<file path="config.mk">
export PLATFORM = sky130hd
export DESIGN_NAME = evr_sroc_multi_flat
export DESIGN_NICKNAME = d
export VERILOG_FILES = /design/src/rtl/evr_sroc_multi_if.sv /design/src/rtl/evr_sroc_multi.sv /design/src/flat_wrapper.sv
export SDC_FILE = /design/constraint.sdc
export NUM_CORES = 1
export LEC_CHECK = 0
export CAP_MARGIN = 15
export CORE_UTILIZATION = 54
export CTS_CLUSTER_SIZE = 10
export DETAILED_ROUTE_END_ITERATION = 8
export PLACE_DENSITY = 0.81
export SYNTH_ARGS = -nofsm -noshare
export SYNTH_HDL_FRONTEND = slang
export SYNTH_SLANG_ARGS = --single-unit
</file>
<file path="constraint.sdc">
create_clock -name evrClk -period 2.1 [get_ports evrClk]
set_clock_uncertainty 0.05 [all_clocks]
set_input_delay 0.42 -clock evrClk [delete_from_list [all_inputs] [get_ports evrClk]]
set_output_delay 0.42 -clock evrClk [all_outputs]
set_load 0.01 [all_outputs]
</file>
<file path="src/rtl/evr_sroc_multi_if.sv">
// Configuration and status bundle for evr_sroc_multi.
// The bench drives the master side; the clock generator sits on the slave side.
interface evr_sroc_multi_if #(
  parameter int NCHAN         = 4,
  parameter int DIVISOR_WIDTH = 10,
  parameter int PHASE_WIDTH   = 10,
  parameter int HB_UPPER      = 137500000
);
  localparam int CHAN_W   = (NCHAN > 1) ? $clog2(NCHAN) : 1;
  localparam int HB_CNT_W = $clog2(HB_UPPER + 1);

  logic                     cfgWrite;
  logic [CHAN_W-1:0]        cfgChan;
  logic [DIVISOR_WIDTH-1:0] cfgDivisor;
  logic [PHASE_WIDTH-1:0]   cfgPhase;
  logic [NCHAN-1:0]         srocOut;
  logic [NCHAN-1:0]         srocStrobe;
  logic [NCHAN-1:0]         srocSynced;
  logic                     hbValid;
  logic [HB_CNT_W-1:0]      hbPeriod;

  modport master (
    output cfgWrite, cfgChan, cfgDivisor, cfgPhase,
    input  srocOut, srocStrobe, srocSynced, hbValid, hbPeriod
  );

  modport slave (
    input  cfgWrite, cfgChan, cfgDivisor, cfgPhase,
    output srocOut, srocStrobe, srocSynced, hbValid, hbPeriod
  );
endinterface

</file>
<file path="src/rtl/evr_sroc_multi.sv">
// Multi-channel EVR orbit-clock generator with heartbeat alignment and period watchdog.
// Define EVR_SROC_PHASE_EN to delay each channel's alignment by its programmed phase offset.
module evr_sroc_multi #(
  parameter int NCHAN           = 4,
  parameter int DIVISOR_WIDTH   = 10,
  parameter int PHASE_WIDTH     = 10,
  parameter int DEFAULT_DIVISOR = 0,
  parameter int HB_LOWER        = 112500000,
  parameter int HB_UPPER        = 137500000
) (
  input  logic           evrClk,
  input  logic           evrReset_n,
  input  logic           evrHeartbeat,
  evr_sroc_multi_if.slave bus
);
  localparam int CHAN_W   = (NCHAN > 1) ? $clog2(NCHAN) : 1;
  localparam int HB_CNT_W = $clog2(HB_UPPER + 1);
  localparam logic [HB_CNT_W-1:0] HB_LO = HB_CNT_W'(HB_LOWER);
  localparam logic [HB_CNT_W-1:0] HB_HI = HB_CNT_W'(HB_UPPER);

  logic                     hb_d;
  logic                     hb_edge;
  logic                     cfg_hit;
  logic [DIVISOR_WIDTH-1:0] div_q [NCHAN];
  logic [DIVISOR_WIDTH-1:0] cnt_q [NCHAN];
  logic [DIVISOR_WIDTH-1:0] r_hi  [NCHAN];
  logic [DIVISOR_WIDTH-1:0] r_lo  [NCHAN];
  logic [NCHAN-1:0]         out_q;
  logic [NCHAN-1:0]         strobe_q;
  logic [NCHAN-1:0]         synced_q;
  logic [NCHAN-1:0]         enabled;
  logic [NCHAN-1:0]         align;
  logic [HB_CNT_W-1:0]      wd_q;
  logic [HB_CNT_W-1:0]      period_q;
  logic                     valid_q;

  assign hb_edge = evrHeartbeat & ~hb_d;
  assign cfg_hit = bus.cfgWrite && (int'(bus.cfgChan) < NCHAN);

  always_ff @(posedge evrClk) begin
    if (!evrReset_n) hb_d <= 1'b0;
    else             hb_d <= evrHeartbeat;
  end

  always_ff @(posedge evrClk) begin
    for (int c = 0; c < NCHAN; c++) begin
      if (!evrReset_n)
        div_q[c] <= DIVISOR_WIDTH'(DEFAULT_DIVISOR);
      else if (cfg_hit && bus.cfgChan == CHAN_W'(c))
        div_q[c] <= bus.cfgDivisor;
    end
  end

  // ((D+1)>>1)-1 rewritten as (D>>1)+D[0]-1 so it never needs an extra bit
  always_comb begin
    for (int c = 0; c < NCHAN; c++) begin
      enabled[c] = (div_q[c] >= DIVISOR_WIDTH'(2));
      r_hi[c]    = (div_q[c] >> 1) - DIVISOR_WIDTH'(1);
      r_lo[c]    = (div_q[c] >> 1) + DIVISOR_WIDTH'(div_q[c][0]) - DIVISOR_WIDTH'(1);
    end
  end

`ifdef EVR_SROC_PHASE_EN
  logic [PHASE_WIDTH-1:0] phase_q [NCHAN];
  logic [PHASE_WIDTH-1:0] pc_q    [NCHAN];

  always_ff @(posedge evrClk) begin
    for (int c = 0; c < NCHAN; c++) begin
      if (!evrReset_n) begin
        phase_q[c] <= '0;
        pc_q[c]    <= '0;
      end else begin
        if (cfg_hit && bus.cfgChan == CHAN_W'(c))
          phase_q[c] <= bus.cfgPhase;
        if (!enabled[c])
          pc_q[c] <= '0;
        else if (hb_edge)
          pc_q[c] <= phase_q[c];
        else if (pc_q[c] != '0)
          pc_q[c] <= pc_q[c] - PHASE_WIDTH'(1);
      end
    end
  end

  // A running phase count expiring still aligns even if a fresh marker restarts it
  always_comb begin
    for (int c = 0; c < NCHAN; c++)
      align[c] = (pc_q[c] == PHASE_WIDTH'(1)) || (hb_edge && phase_q[c] == '0);
  end
`else
  logic unused_phase;
  assign unused_phase = ^bus.cfgPhase;
  assign align        = {NCHAN{hb_edge}};
`endif

  always_ff @(posedge evrClk) begin
    for (int c = 0; c < NCHAN; c++) begin
      if (!evrReset_n || !enabled[c]) begin
        out_q[c]    <= 1'b0;
        strobe_q[c] <= 1'b0;
        synced_q[c] <= 1'b0;
        cnt_q[c]    <= '0;
      end else if (align[c]) begin
        synced_q[c] <= !out_q[c] && (cnt_q[c] == '0);
        out_q[c]    <= 1'b1;
        cnt_q[c]    <= r_hi[c];
        strobe_q[c] <= 1'b1;
      end else if (cnt_q[c] != '0) begin
        cnt_q[c]    <= cnt_q[c] - DIVISOR_WIDTH'(1);
        strobe_q[c] <= 1'b0;
      end else if (out_q[c]) begin
        out_q[c]    <= 1'b0;
        cnt_q[c]    <= r_lo[c];
        strobe_q[c] <= 1'b0;
      end else begin
        out_q[c]    <= 1'b1;
        cnt_q[c]    <= r_hi[c];
        strobe_q[c] <= 1'b1;
      end
    end
  end

  always_ff @(posedge evrClk) begin
    if (!evrReset_n) begin
      wd_q     <= '0;
      period_q <= '0;
      valid_q  <= 1'b0;
    end else if (hb_edge) begin
      period_q <= wd_q;
      valid_q  <= (wd_q > HB_LO) && (wd_q < HB_HI);
      wd_q     <= HB_CNT_W'(1);
    end else begin
      if (wd_q != HB_HI) wd_q <= wd_q + HB_CNT_W'(1);
      if (wd_q == HB_HI) valid_q <= 1'b0;
    end
  end

  assign bus.srocOut    = out_q;
  assign bus.srocStrobe = strobe_q;
  assign bus.srocSynced = synced_q;
  assign bus.hbValid    = valid_q;
  assign bus.hbPeriod   = period_q;
endmodule
</file>
<file path="src/flat_wrapper.sv">
// flat-port wrapper written by rule: the top's interface ports become plain ports
module evr_sroc_multi_flat 
#(
  parameter int NCHAN           = 4,
  parameter int DIVISOR_WIDTH   = 10,
  parameter int PHASE_WIDTH     = 10,
  parameter int DEFAULT_DIVISOR = 0,
  parameter int HB_LOWER        = 112500000,
  parameter int HB_UPPER        = 137500000
)
  (evrClk, evrReset_n, evrHeartbeat, bus_cfgWrite, bus_cfgChan, bus_cfgDivisor, bus_cfgPhase, bus_srocOut, bus_srocStrobe, bus_srocSynced, bus_hbValid, bus_hbPeriod);
  evr_sroc_multi_if #(.NCHAN(NCHAN), .DIVISOR_WIDTH(DIVISOR_WIDTH), .PHASE_WIDTH(PHASE_WIDTH), .HB_UPPER(HB_UPPER)) bus_i ();
  input  logic evrClk;
  input  logic evrReset_n;
  input  logic evrHeartbeat;
  input wire logic [$bits(bus_i.cfgWrite)-1:0] bus_cfgWrite;
  input wire logic [$bits(bus_i.cfgChan)-1:0] bus_cfgChan;
  input wire logic [$bits(bus_i.cfgDivisor)-1:0] bus_cfgDivisor;
  input wire logic [$bits(bus_i.cfgPhase)-1:0] bus_cfgPhase;
  output wire logic [$bits(bus_i.srocOut)-1:0] bus_srocOut;
  output wire logic [$bits(bus_i.srocStrobe)-1:0] bus_srocStrobe;
  output wire logic [$bits(bus_i.srocSynced)-1:0] bus_srocSynced;
  output wire logic [$bits(bus_i.hbValid)-1:0] bus_hbValid;
  output wire logic [$bits(bus_i.hbPeriod)-1:0] bus_hbPeriod;
  assign bus_i.cfgWrite = bus_cfgWrite;
  assign bus_i.cfgChan = bus_cfgChan;
  assign bus_i.cfgDivisor = bus_cfgDivisor;
  assign bus_i.cfgPhase = bus_cfgPhase;
  assign bus_srocOut = bus_i.srocOut;
  assign bus_srocStrobe = bus_i.srocStrobe;
  assign bus_srocSynced = bus_i.srocSynced;
  assign bus_hbValid = bus_i.hbValid;
  assign bus_hbPeriod = bus_i.hbPeriod;
  evr_sroc_multi #(.NCHAN(NCHAN), .DIVISOR_WIDTH(DIVISOR_WIDTH), .PHASE_WIDTH(PHASE_WIDTH), .DEFAULT_DIVISOR(DEFAULT_DIVISOR), .HB_LOWER(HB_LOWER), .HB_UPPER(HB_UPPER)) u_core (.evrClk(evrClk), .evrReset_n(evrReset_n), .evrHeartbeat(evrHeartbeat), .bus(bus_i));
endmodule
</file>
# Word level (Yosys, flattened, before mapping)
# Memory sizes are Yosys's and may differ from the RTL's.
# Index checks and enable logic that the tools add are counted.
word_totals:
  latchBits: 0
  mem_count: 2
  mem_bits_ro: 0
  mem_bits_rw: 80
  ff_bits: 70
op_classes:
  addsub: 17
  muxes: 122
  reduce_logical: 34
  multipliers: 0
  order_cmp: 6
  div: 0
  shift: 0
  eq_ne: 9
  bitwise_logic: 23
memory_table:
  columns: ["name", "depth", "width", "read_ports", "rd_ports_with_merged_regs", "write_ports", "line", "rtl"]
  rows:
  - ["u_core.cnt_q", 4, 10, 4, 0, 4, "evr_sroc_multi.sv:25", "logic [DIVISOR_WIDTH-1:0] cnt_q [NCHAN];"]
  - ["u_core.div_q", 4, 10, 4, 0, 4, "evr_sroc_multi.sv:24", "logic [DIVISOR_WIDTH-1:0] div_q [NCHAN];"]
ops:
  columns: ["op", "n"]
  rows:
  - ["$mux 10", 20]
  - ["$mux 1", 102]
  - ["$sub 10x1->10 const B", 8]
  - ["$add 9x1->10", 4]
  - ["$ge 10x2->1 const B", 4]
  - ["$logic_not 10->1", 4]
  - ["$reduce_bool 10->1", 4]
  - ["$sub 9x1->10 const B", 4]
  - ["$add 28x1->28 const B", 1]
  - ["$eq 28x28->1 const B", 1]
  - ["$gt 28x27->1 const B", 1]
  - ["$lt 28x28->1 const B", 1]
  - ["$ne 28x28->1 const B", 1]
  - ["$or 1x1->1", 20]
  - ["$logic_and 1x1->1", 9]
  - ["$logic_not 1->1", 9]
  - ["$ne 2x1->1 const B", 4]
  - ["$eq 2x2->1 const B", 2]
  - ["$logic_or 1x1->1", 4]
  - ["$reduce_bool 2->1", 2]
  - ["$eq 2x1->1 const B", 1]
  - ["$logic_not 2->1", 1]
  - ["$not 1->1", 2]
  - ["$reduce_or 2->1", 1]
  - ["$and 1x1->1", 1]

# Depth between registers and ports, before layout
# Gate-level depths: netlist (run 1).
# An unclocked memory read counts as a cell.
logic_depth:
  word_depth: 10
  mapped_depth: 8
  depth_no_buf: 8

# Worst setup path after synthesis (run 1)
# Ideal clock, no wire load.
synth_timing:
  path_kind: "register to register"
  startpoint: "memory u_core.div_q[1][7]"
  endpoint: "memory u_core.cnt_q[1][2] (data pin)"
  period_less_slack_ns: 2.257
  setup_ns: 0.263
  path_stages_with_launch: 7
  slack_ns: -0.157
  n_path_buf: 0
  t_arrival_ns: 1.945
  cell_sequence: "edfxtp_1 > or4_1 > o41ai_4 > or2_2 > inv_2 > a221oi_1 > o22ai_1"
synth_lines:
  columns: ["element", "line"]
  rows:
  - ["start: declaration", "evr_sroc_multi.sv:24"]
  - ["end: declaration", "evr_sroc_multi.sv:25"]

==> summary.md, run 1 <==
| Metric | Value |
|---|---|
| Status | `complete, but fails checks` |
| Violated checks | `negative setup slack` |
| Worst EP required | `2220 ps` |
| Synth async-reset ratio | `0%` |
| Pwr Total | `7.79 mW` |
| Area of the multi-input gates | `0.00513 mm²` |
| Hold Buf Count CTS | `0` |
| Design area | `0.0118 mm²` |
| Most frequent cells in the layout | `buf_4, nand2_1, edfxtp_1, nor2_1, dfxtp_1` |
| R2R cell count | `8` |
| Initial core utilization | `55.3%` |
| Vias per std cell | `5.79` |
| Max cap viols | `0` |
| DRT Pass-1 Iters | `7` |
| Pin count of the biggest net entering global routing | `29` |
| Post-synthesis cell type count | `81` |
| Most common cell after layout, fill and taps aside | `buf_4` |
| Clock Sinks | `150` |
| Final wirelength | `24.5 mm` |
| Clk_lat worst skew | `430 ps` |
| Initial antenna violation count | `0` |
| Crit-path cells | `inv_2 -> ha_4 -> or4b_4 -> nor3_4 -> buf_6 -> a21o_1 -> a21oi_2 -> a211o_1` |
| Mapped Avg Cell Area | `9.21 µm²` |
| Synth area leaders | `edfxtp_1, dfxtp_1, xnor2_1` |
| RePlAce Congestion | `0.913` |
| Max Slew Vio Count | `0` |
| Nets | `1234` |
| Overflow after GRT | `0` |
| Post-synth top area share | `27.4%` |
| CTS tree | `done` |
| Ports | `67` |
| Die height | `129 µm` |
| Layout cells sized above 1 | `25.4%` |
| Crit-path max FO | `5` |
| Post-synthesis sequential area ratio | `43.5%` |
| Area leader, netlist | `edfxtp_1` |
| Warnings, synthesis | `0` |
| Core area | `0.0158 mm²` |
| Iter 0 DRT Violations | `662` |
| Register area | `0.00381 mm²` |
| Die width | `129 µm` |
| Vias in the first global route | `7817` |
| Hold slack final | `411 ps` |
| Worst-path clk slew | `60 ps` |
| CTS H-tree lvls | `4` |
| Worst-Margin Slew | `522 ps` |
| Worst min path class | `reg2reg` |
| Origin of the critical flop-to-flop path | `u_core.cnt_q[3][0]` |
| Upper clock frequency limit | `0.432 GHz` |
| Worst Path Arrival | `2440 ps` |
| Finish-stage setup viols | `24` |
| Port-buffer cells | `56` |
| Post-place setup slack | `-341 ps` |
| Routed Antenna Nets | `0` |
| Tcrit/Tclk final | `110%` |
| Root buf cell | `clkbuf_16` |
| First-pass GRT wire length | `36.8 mm` |
| WHS Path Cells | `2` |
| Placed Area | `0.0107 mm²` |
| VDD IR max | `543 µV` |
| Vias | `8174` |
| Die area | `0.0167 mm²` |
| Mapped Area | `0.00875 mm²` |
| All-Layer GR Usage | `28.4%` |
| Worst setup EP type | `register` |
| Leak | `4.49 nW` |
| Clk buf depth | `2` |
| Critical path class | `reg2reg` |
| Post-DP HPWL | `16.2 mm` |
| Cell Pwr Density | `658 mW/mm²` |
| WL per Instance | `17.4 µm` |
| RSZ-0062 raised after global routing | `true` |
| Area growth syn-to-layout | `35.2%` |
| FF-to-FF setup slack | `-220 ps` |
| WHS Endpoint | `u_core.bus.hbPeriod[18]` |
| Row count | `46` |
| Register bit total from synthesis | `150` |
| Crit start category | `register` |
| Reg2Reg Capture Point | `u_core.cnt_q[3][3]` |
| Top_reg_cell synth | `edfxtp_1` |
| HP Start | `u_core.bus.hbPeriod[18]` |
| EDFF count, synth | `80` |
| CP max stage delay | `490 ps` |
| Fill cells | `1037` |
| Diode count | `0` |
| CP max stage cell | `or4b_4` |
| Setup ws final | `-217 ps` |
| Top delay family on crit path | `simple AND/OR/NAND/NOR gates` |
| CTS Buf Count | `17` |
| Gate Count Post-Synth | `950` |
| Min Tclk post-route | `2320 ps` |
| DRC errors left | `0` |
| Worst Path Buf+Inv | `2` |
| Final-report hold violation count | `0` |
| Relative slew margins | `65.1%` |
worst max-delay path by stage:
stage | from | endpoint | slack (ps) | cells past startpoint
5_1_grt | u_core.cnt_q[3][1] | u_core.cnt_q[3][3] | -310 | 8
2_1_floorplan | u_core.div_q[1][5] | u_core.cnt_q[1][2] | -130 | 7
3_5_place_dp | evrHeartbeat | u_core.cnt_q[1][1] | -340 | 7
3_3_place_gp | evrHeartbeat | u_core.cnt_q[1][2] | -300 | 6
6_report | u_core.cnt_q[3][0] | u_core.cnt_q[3][3] | -220 | 8
4_1_cts | u_core.div_q[2][4] | u_core.cnt_q[2][8] | -130 | 6
registers in the layout, summed over array words and instances, names as in the netlist:
signal,cells
u_core.cnt_q,40
u_core.div_q,40
u_core.bus.hbPeriod,28
u_core.wd_q,28
u_core.bus.srocOut,4
u_core.bus.srocStrobe,4
u_core.bus.srocSynced,4
u_core.bus.hbValid,1
u_core.hb_d,1
layer usage:
| metal | routed length (µm) | part of all wire, % | track usage (%) | vias to the layer above |
|---|---|---|---|---|
| li1 | - | - | - | 3808 |
| met1 | 9520 | 39 | 32.5 | 3922 |
| met2 | 12600 | 51 | 50.8 | 357 |
| met3 | 1480 | 6.0 | 4.21 | 87 |
| met4 | 966 | 3.9 | 16.1 | 0 |
| met5 | 0 | 0 | 0 | - |
tightest hold or removal path, stage by stage (launching register included):
cell and delay, ps:
dfxtp_1 310, nand2_1 50, a21boi_0 60
layout make-up:
type	instances	area share [%]
Clock buffer	26	4.41
Clock inverter	6	0.529
Inverter	38	1.25
Multi-Input combinational cell	747	43.3
Sequential cell	150	32.2
Tap cell	216	2.28
Timing Repair Buffer	228	16.0
power by group:
group	total [mW]	internal (mW)	switching, mW	leakage (nW)
combinational	1.37	0.648	0.724	2.84
sequential	3.40	3.26	0.141	1.37
clock	3.02	1.84	1.18	0.289
total	7.79	5.74	2.05	4.49
metrics by stage:
step,util [%],cells,TNS (ps)
5_1_grt,74.8,1411,-4940
3_5_place_dp,67.3,1356,-16040
4_1_cts,72.5,1399,-1070
3_3_place_gp,67.3,1356,-12650
6_report,74.8,1411,-2290
2_1_floorplan,-,989,-547
timing repair:
action,in CTS,in global routing
endpoints found under the setup margin,34,46
endpoints found under the hold margin,0,0
resized for setup,38,67
pin swaps,18,24
gates cloned,0,1
setup buffers,11,14
cells in the mapped netlist (6+ instances only):
master    number
o21ai_0       22
xnor2_1       60
clkbuf_1      35
and2_1        46
xor2_1        38
o22ai_1       23
nor3b_1        6
nand2b_1      10
nand3_1       32
buf_2         16
nand2_1      121
a21boi_0      29
nor3_1        24
a31oi_1        8
nor4_1        24
nand4_1       11
nor2_1        77
edfxtp_1      80
ha_1          26
dfxtp_1       70
a21oi_1       26
or3_1          8
inv_1         36
or4_1          7
cells by family (layout without fill, tap and decap cells):
| group | Yosys count | in the layout | synth area share, % |
|---|---|---|---|
| other | 1 | 40 | 0.0428 |
| adder cells (fa/ha/maj) | 26 | 26 | 3.72 |
| XOR/XNOR | 98 | 98 | 9.81 |
| AND/OR/NAND/NOR | 412 | 412 | 24.7 |
| multiplexers | 6 | 6 | 0.700 |
| flip-flops | 150 | 150 | 43.5 |
| buffers and inverters | 92 | 298 | 4.19 |
| AO/OA/AOI/OAI | 165 | 165 | 13.4 |
No activity file was read; power rests on OpenSTA's default activity.
==> inputs of run 2 (changes only) <==
--- a/config.mk
+++ b/config.mk
@@ -9,7 +9,9 @@
 export CORE_UTILIZATION = 54
 export CTS_CLUSTER_SIZE = 10
 export DETAILED_ROUTE_END_ITERATION = 8
+export MAX_ROUTING_LAYER = met4
 export PLACE_DENSITY = 0.81
+export SLEW_MARGIN = 10
 export SYNTH_ARGS = -nofsm -noshare
 export SYNTH_HDL_FRONTEND = slang
 export SYNTH_SLANG_ARGS = --single-unit
==> summary.md, run 2 (synthesis results as in run 1) <==
| Metric | Value |
|---|---|
| DRT Pass-1 Iters | `6 (-1)` |
| Biggest regs | `u_core.cnt_q x40, u_core.div_q x40` |
| Hold Buf Count CTS | `0 (unchanged)` |
| Nets | `1236 (+0.16%)` |
| Die width | `129 µm (unchanged)` |
| Die area | `0.0167 mm² (unchanged)` |
| Cell Pwr Density | `657 mW/mm² (-0.16%)` |
| Leak | `4.51 nW (+0.36%)` |
| Final wirelength | `25.0 mm (+2.0%)` |
| Core area | `0.0158 mm² (unchanged)` |
| Max Slew Vio Count | `0 (unchanged)` |
| Initial antenna violation count | `0 (unchanged)` |
| Initial core utilization | `55.3% (unchanged)` |
| Vias per std cell | `5.78 (-0.30%)` |
| Crit start category | `register` |
| Logic pwr share | `17.7% (about the same)` |
| Ports | `67 (unchanged)` |
| Tcrit/Tclk final | `115% (+4.9 points)` |
| Post-DP HPWL | `16.2 mm (+0.43%)` |
| CTS Buf Count | `17 (unchanged)` |
| Diode count | `0 (unchanged)` |
| VDD IR max | `650 µV (+20%)` |
| Hold slack final | `416 ps (+4.67 ps)` |
| Upper clock frequency limit | `0.413 GHz (-4.3%)` |
| Worst min path class | `reg2reg` |
| Iter 0 DRT Violations | `611 (-7.7%)` |
| Worst setup EP type | `register` |
| Worst-path clk slew | `60 ps (about the same)` |
| Most common cell after layout, fill and taps aside | `buf_4` |
| Finish-stage setup viols | `36 (+50%)` |
| Worst EP required | `2230 ps (about the same)` |
| CTS H-tree lvls | `4 (unchanged)` |
| Clock Sinks | `150 (unchanged)` |
| Internal power | `5.75 mW (about the same)` |
| Routed Antenna Nets | `0 (unchanged)` |
| Clock group share of total power | `39.0% (+0.3 points)` |
| Area of the multi-input gates | `0.00517 mm² (+0.81%)` |
| Layout cells sized above 1 | `25.4% (+0.041 points)` |
| Setup ws final | `-321 ps (-103 ps)` |
| Final-report hold violation count | `0 (unchanged)` |
| Clk_lat worst skew | `430 ps (about the same)` |
| P_sw | `2.09 mW (+2.4%)` |
| Vias in the first global route | `7669 (-1.9%)` |
| Overflow after GRT | `0 (unchanged)` |
| Max cap viols | `0 (unchanged)` |
| Port-buffer cells | `56 (unchanged)` |
| Crit-path max FO | `5 (unchanged)` |
| Relative slew margins | `63.8% (-1.3 points)` |
| Most frequent cells in the layout | `buf_4, nand2_1, edfxtp_1, nor2_1, dfxtp_1` |
| Area growth syn-to-layout | `36.3%` |
| Row count | `46 (unchanged)` |
| Pin count of the biggest net entering global routing | `35 (+21%)` |
| Vias | `8161 (-0.16%)` |
| Worst-Margin Slew | `542 ps (+20.1 ps)` |
| DRC errors left | `0 (unchanged)` |
| Register area | `0.00380 mm² (about the same)` |
| Violated checks | `negative setup slack` |
| Post-Layout Cell Count | `1413 (+0.14%)` |
| Fill cells | `994 (-4.1%)` |
| CTS tree | `done` |
| Critical path class | `reg2reg` |
| All-Layer GR Usage | `29.3% (+0.91 points)` |
| First-pass GRT wire length | `36.6 mm (-0.62%)` |
| Switching share of total power | `26.7% (+0.45 points)` |
| Root buf cell | `clkbuf_16` |
| RePlAce Congestion | `0.946 (+3.6%)` |
| WL per Instance | `17.7 µm (+1.9%)` |
| Inst Count DP | `1360 (+0.29%)` |
| Clk buf depth | `2 (unchanged)` |
| RSZ-0062 raised after global routing | `true` |
| Die height | `129 µm (unchanged)` |
| Seq pwr share | `43.3% (-0.3 points)` |
| Min Tclk post-route | `2420 ps (+103 ps)` |
| Status | `complete, but fails checks` |
| Worst Path Arrival | `2550 ps (+110 ps)` |
| Core Util, Final | `75.4% (+0.60 points)` |
run 2: path summary, 6_finish.rpt:
path,slack [ps],endpoint,from,cells after the start
setup / recovery,-320,u_core.cnt_q[3][3],u_core.cnt_q[3][1],8
hold / removal,420,u_core.bus.hbPeriod[3],u_core.bus.hbPeriod[3],2
setup reg to reg,-320,u_core.cnt_q[3][3],u_core.cnt_q[3][1],8
hold reg to reg,420,u_core.bus.hbPeriod[3],u_core.bus.hbPeriod[3],2
run 2: area by class of cell:
class	count	area share, %
flip-flops and latches	150	31.9
multi-input cells	747	43.3
inverters	38	1.24
repair buffers	230	16.3
clock inverters	10	0.745
clock buffers	22	4.26
well taps	216	2.27
run 2: worst max-delay path, stage by stage, from the launching register on:
cell and delay [ps]:
edfxtp_1 440, inv_2 110, ha_4 130, or4b_4 500
nor3_4 280, buf_6 180, a21o_1 110, a21oi_2 70
a211o_1 290
run 2: power by group through the flow:
stage                     registers [mW]  clock network, mW  logic [mW]
after floorplan                     3.44                  0       0.669
after global placement              3.43                  0        1.14
after detailed placement            3.43                  0        1.17
after CTS                           3.38               3.06        1.25
after global routing                3.41               3.20        1.49
final                               3.40               3.06        1.39
run 2: routing by layer:
metal  track usage (%)  up-vias  routed length, µm
met5                 -        -                  0
met4              14.0        0               1100
met3              5.33       88               1560
met2              50.9      355              12600
met1              32.6     3906               9750
li1                  -     3812                  -
run 2: through the flow:
step	cell area, µm²	setup slack, ps	power [mW]	setup TNS (ps)
2_1_floorplan	8940	-126	4.11	-547
3_3_place_gp	10700	-312	4.57	-13100
3_5_place_dp	10700	-364	4.61	-18470
4_1_cts	11600	-101	7.69	-1410
5_1_grt	11900	-371	8.09	-6730
6_report	11900	-321	7.84	-4920
run 2: what timing repair did:
action / CTS / global route
gates resized for setup: 45 / 65
cloned: 1 / 0
setup buffers: 12 / 13
pin swaps: 18 / 33
setup endpoints to repair: 35 / 49
==> inputs of run 3 (changes only) <==
--- a/config.mk
+++ b/config.mk
@@ -6,11 +6,12 @@
 export NUM_CORES = 1
 export LEC_CHECK = 0
 export CAP_MARGIN = 15
-export CORE_UTILIZATION = 54
+export CORE_UTILIZATION = 55
+export CTS_BUF_LIST = sky130_fd_sc_hd__clkbuf_8
 export CTS_CLUSTER_SIZE = 10
 export DETAILED_ROUTE_END_ITERATION = 8
 export MAX_ROUTING_LAYER = met4
-export PLACE_DENSITY = 0.81
+export PLACE_DENSITY = 0.82
 export SLEW_MARGIN = 10
 export SYNTH_ARGS = -nofsm -noshare
 export SYNTH_HDL_FRONTEND = slang
==> summary.md, run 3 (synthesis results as in run 1) <==
| Metric | Value |
|---|---|
| Max cap viols | `0 (unchanged)` |
| Crit-path max FO | `6 (+1)` |
| Design area | `0.0117 mm² (-1.7%)` |
| Worst setup EP type | `register` |
| Worst Path Arrival | `2550 ps (about the same)` |
| Die width | `128 µm (-0.90%)` |
| Clk_lat worst skew | `470 ps (+40 ps)` |
| Clock Sinks | `150 (unchanged)` |
| Layout cells sized above 1 | `25.4% (about the same)` |
| Clk buf depth | `2 (unchanged)` |
| Initial core utilization | `56.9% (+1.6 points)` |
| Crit start category | `register` |
| Core area | `0.0154 mm² (-2.9%)` |
| WHS Path Cells | `2 (unchanged)` |
| Min Tclk post-route | `2380 ps (-36.0 ps)` |
| Worst-path clk slew | `80 ps (+20 ps)` |
| Worst min path class | `reg2reg` |
| Critical path class | `reg2reg` |
| Area growth syn-to-layout | `33.9%` |
| Diode count | `0 (unchanged)` |
| Worst-Margin Slew | `507 ps (-34.4 ps)` |
| Finish-stage setup viols | `30 (-17%)` |
| Die area | `0.0164 mm² (-1.8%)` |
| Max Slew Vio Count | `0 (unchanged)` |
| Setup ws final | `-285 ps (+36.0 ps)` |
| Placed Area | `0.0107 mm² (+0.34%)` |
| RePlAce Congestion | `0.918 (-2.9%)` |
| Row count | `45 (-2.2%)` |
| Routed Antenna Nets | `0 (unchanged)` |
| VDD IR max | `431 µV (-34%)` |
| Ports | `67 (unchanged)` |
| Overflow after GRT | `0 (unchanged)` |
| RSZ-0062 raised after global routing | `true` |
| Hold Buf Count CTS | `0 (unchanged)` |
| Initial antenna violation count | `0 (unchanged)` |
| First-pass GRT wire length | `36.3 mm (-0.70%)` |
| Root buf cell | `clkbuf_8` |
| Tcrit/Tclk final | `114% (-1.7 points)` |
| Iter 0 DRT Violations | `620 (+1.5%)` |
| Vias per std cell | `5.76 (-0.34%)` |
| Status | `complete, but fails checks` |
| DRT Pass-1 Iters | `5 (-1)` |
| Pin count of the biggest net entering global routing | `35 (unchanged)` |
| All-Layer GR Usage | `29.5% (+0.13 points)` |
| Die height | `128 µm (-0.90%)` |
| Most common cell after layout, fill and taps aside | `buf_4` |
| Upper clock frequency limit | `0.419 GHz (+1.5%)` |
| Port-buffer cells | `56 (unchanged)` |
| Relative slew margins | `66.1% (+2.3 points)` |
| Cell Pwr Density | `602 mW/mm² (-8.3%)` |
| Nets | `1241 (+0.40%)` |
| Vias in the first global route | `7842 (+2.3%)` |
| Post-DP HPWL | `16.1 mm (-0.75%)` |
| CTS H-tree lvls | `4 (unchanged)` |
| Final wirelength | `23.9 mm (-4.6%)` |
| Vias | `8133 (-0.34%)` |
| Biggest regs | `u_core.cnt_q x40, u_core.div_q x40` |
| Worst EP required | `2270 ps (+40 ps)` |
| Leak | `4.46 nW (-1.0%)` |
| DRC errors left | `0 (unchanged)` |
| Most frequent cells in the layout | `buf_4, nand2_1, edfxtp_1, nor2_1, dfxtp_1` |
| Violated checks | `negative setup slack` |
| WL per Instance | `16.9 µm (-4.6%)` |
| Total negative slack | `-3780 ps (+1140 ps)` |
| R2R cell count | `8 (unchanged)` |
| Fill cells | `1007 (+1.3%)` |
| Core Util, Final | `76.3% (+0.89 points)` |
| Final-report hold violation count | `0 (unchanged)` |
| CTS tree | `done` |
| CTS Buf Count | `17 (unchanged)` |
-- run 3: cell count changes in the layout (fill, tap and decap cells not counted), sizes merged --
cell	delta
buf	+5
clkbuf	-3
bufinv	+2
clkinvlp	-2
inv	+2
clkinv	+1
-- run 3: path summary, 6_finish.rpt --
check                                  end                      from  slack (ps)
setup / recovery        u_core.cnt_q[3][1]        u_core.cnt_q[3][1]        -280
setup reg to reg        u_core.cnt_q[3][1]        u_core.cnt_q[3][1]        -280
hold reg to reg   u_core.bus.srocSynced[2]  u_core.bus.srocSynced[2]         410
hold / removal    u_core.bus.srocSynced[2]  u_core.bus.srocSynced[2]         410
-- run 3: metal layers --
metal	share of wire, %	global-route usage (%)	wire length [µm]	vias to the layer above
met5	0	-	0	-
met4	4.7	16.5	1110	0
met3	5.4	5.76	1290	111
met2	51	51.4	12200	305
met1	39	31.3	9320	3901
li1	-	-	-	3816
-- run 3: critical path: stages (launching register included) --
cell and delay (ps):
edfxtp_1 440, inv_2 140, ha_4 150, or4b_4 500, nor3_4 350, buf_6 190, nor2_1 60, a31oi_1 150
o22ai_1 100
-- run 3: where the power goes --
group | switching [mW] | internal, mW | leakage, nW
clock network | 1.07 | 1.21 | 0.225
registers | 0.128 | 3.25 | 1.37
logic | 0.741 | 0.663 | 2.87
-- run 3: what timing repair did --
action	4_1_cts	5_1_grt
setup endpoints to repair	34	42
setup buffers	9	14
resized for setup	54	42
pin swaps	17	22
-- run 3: final cells by class --
| cell class | instances | area, µm² | area share (%) |
|---|---|---|---|
| Inverter | 38 | 145 | 1.24 |
| Tap cell | 211 | 264 | 2.25 |
| Sequential cell | 150 | 3810 | 32.5 |
| Clock inverter | 13 | 140 | 1.20 |
| Timing Repair Buffer | 235 | 1970 | 16.8 |
| Multi-Input combinational cell | 747 | 5130 | 43.8 |
| Clock buffer | 19 | 262 | 2.23 |
-- run 3: through the flow --
step	worst slack (ps)	power (mW)	hold slack, ps	std cells
after global placement	-321	4.58	393	1359
after detailed placement	-338	4.63	399	1359
after CTS	-114	6.95	410	1400
after floorplan	-126	4.11	425	989
final	-285	7.06	406	1413
after global routing	-340	7.31	440	1413
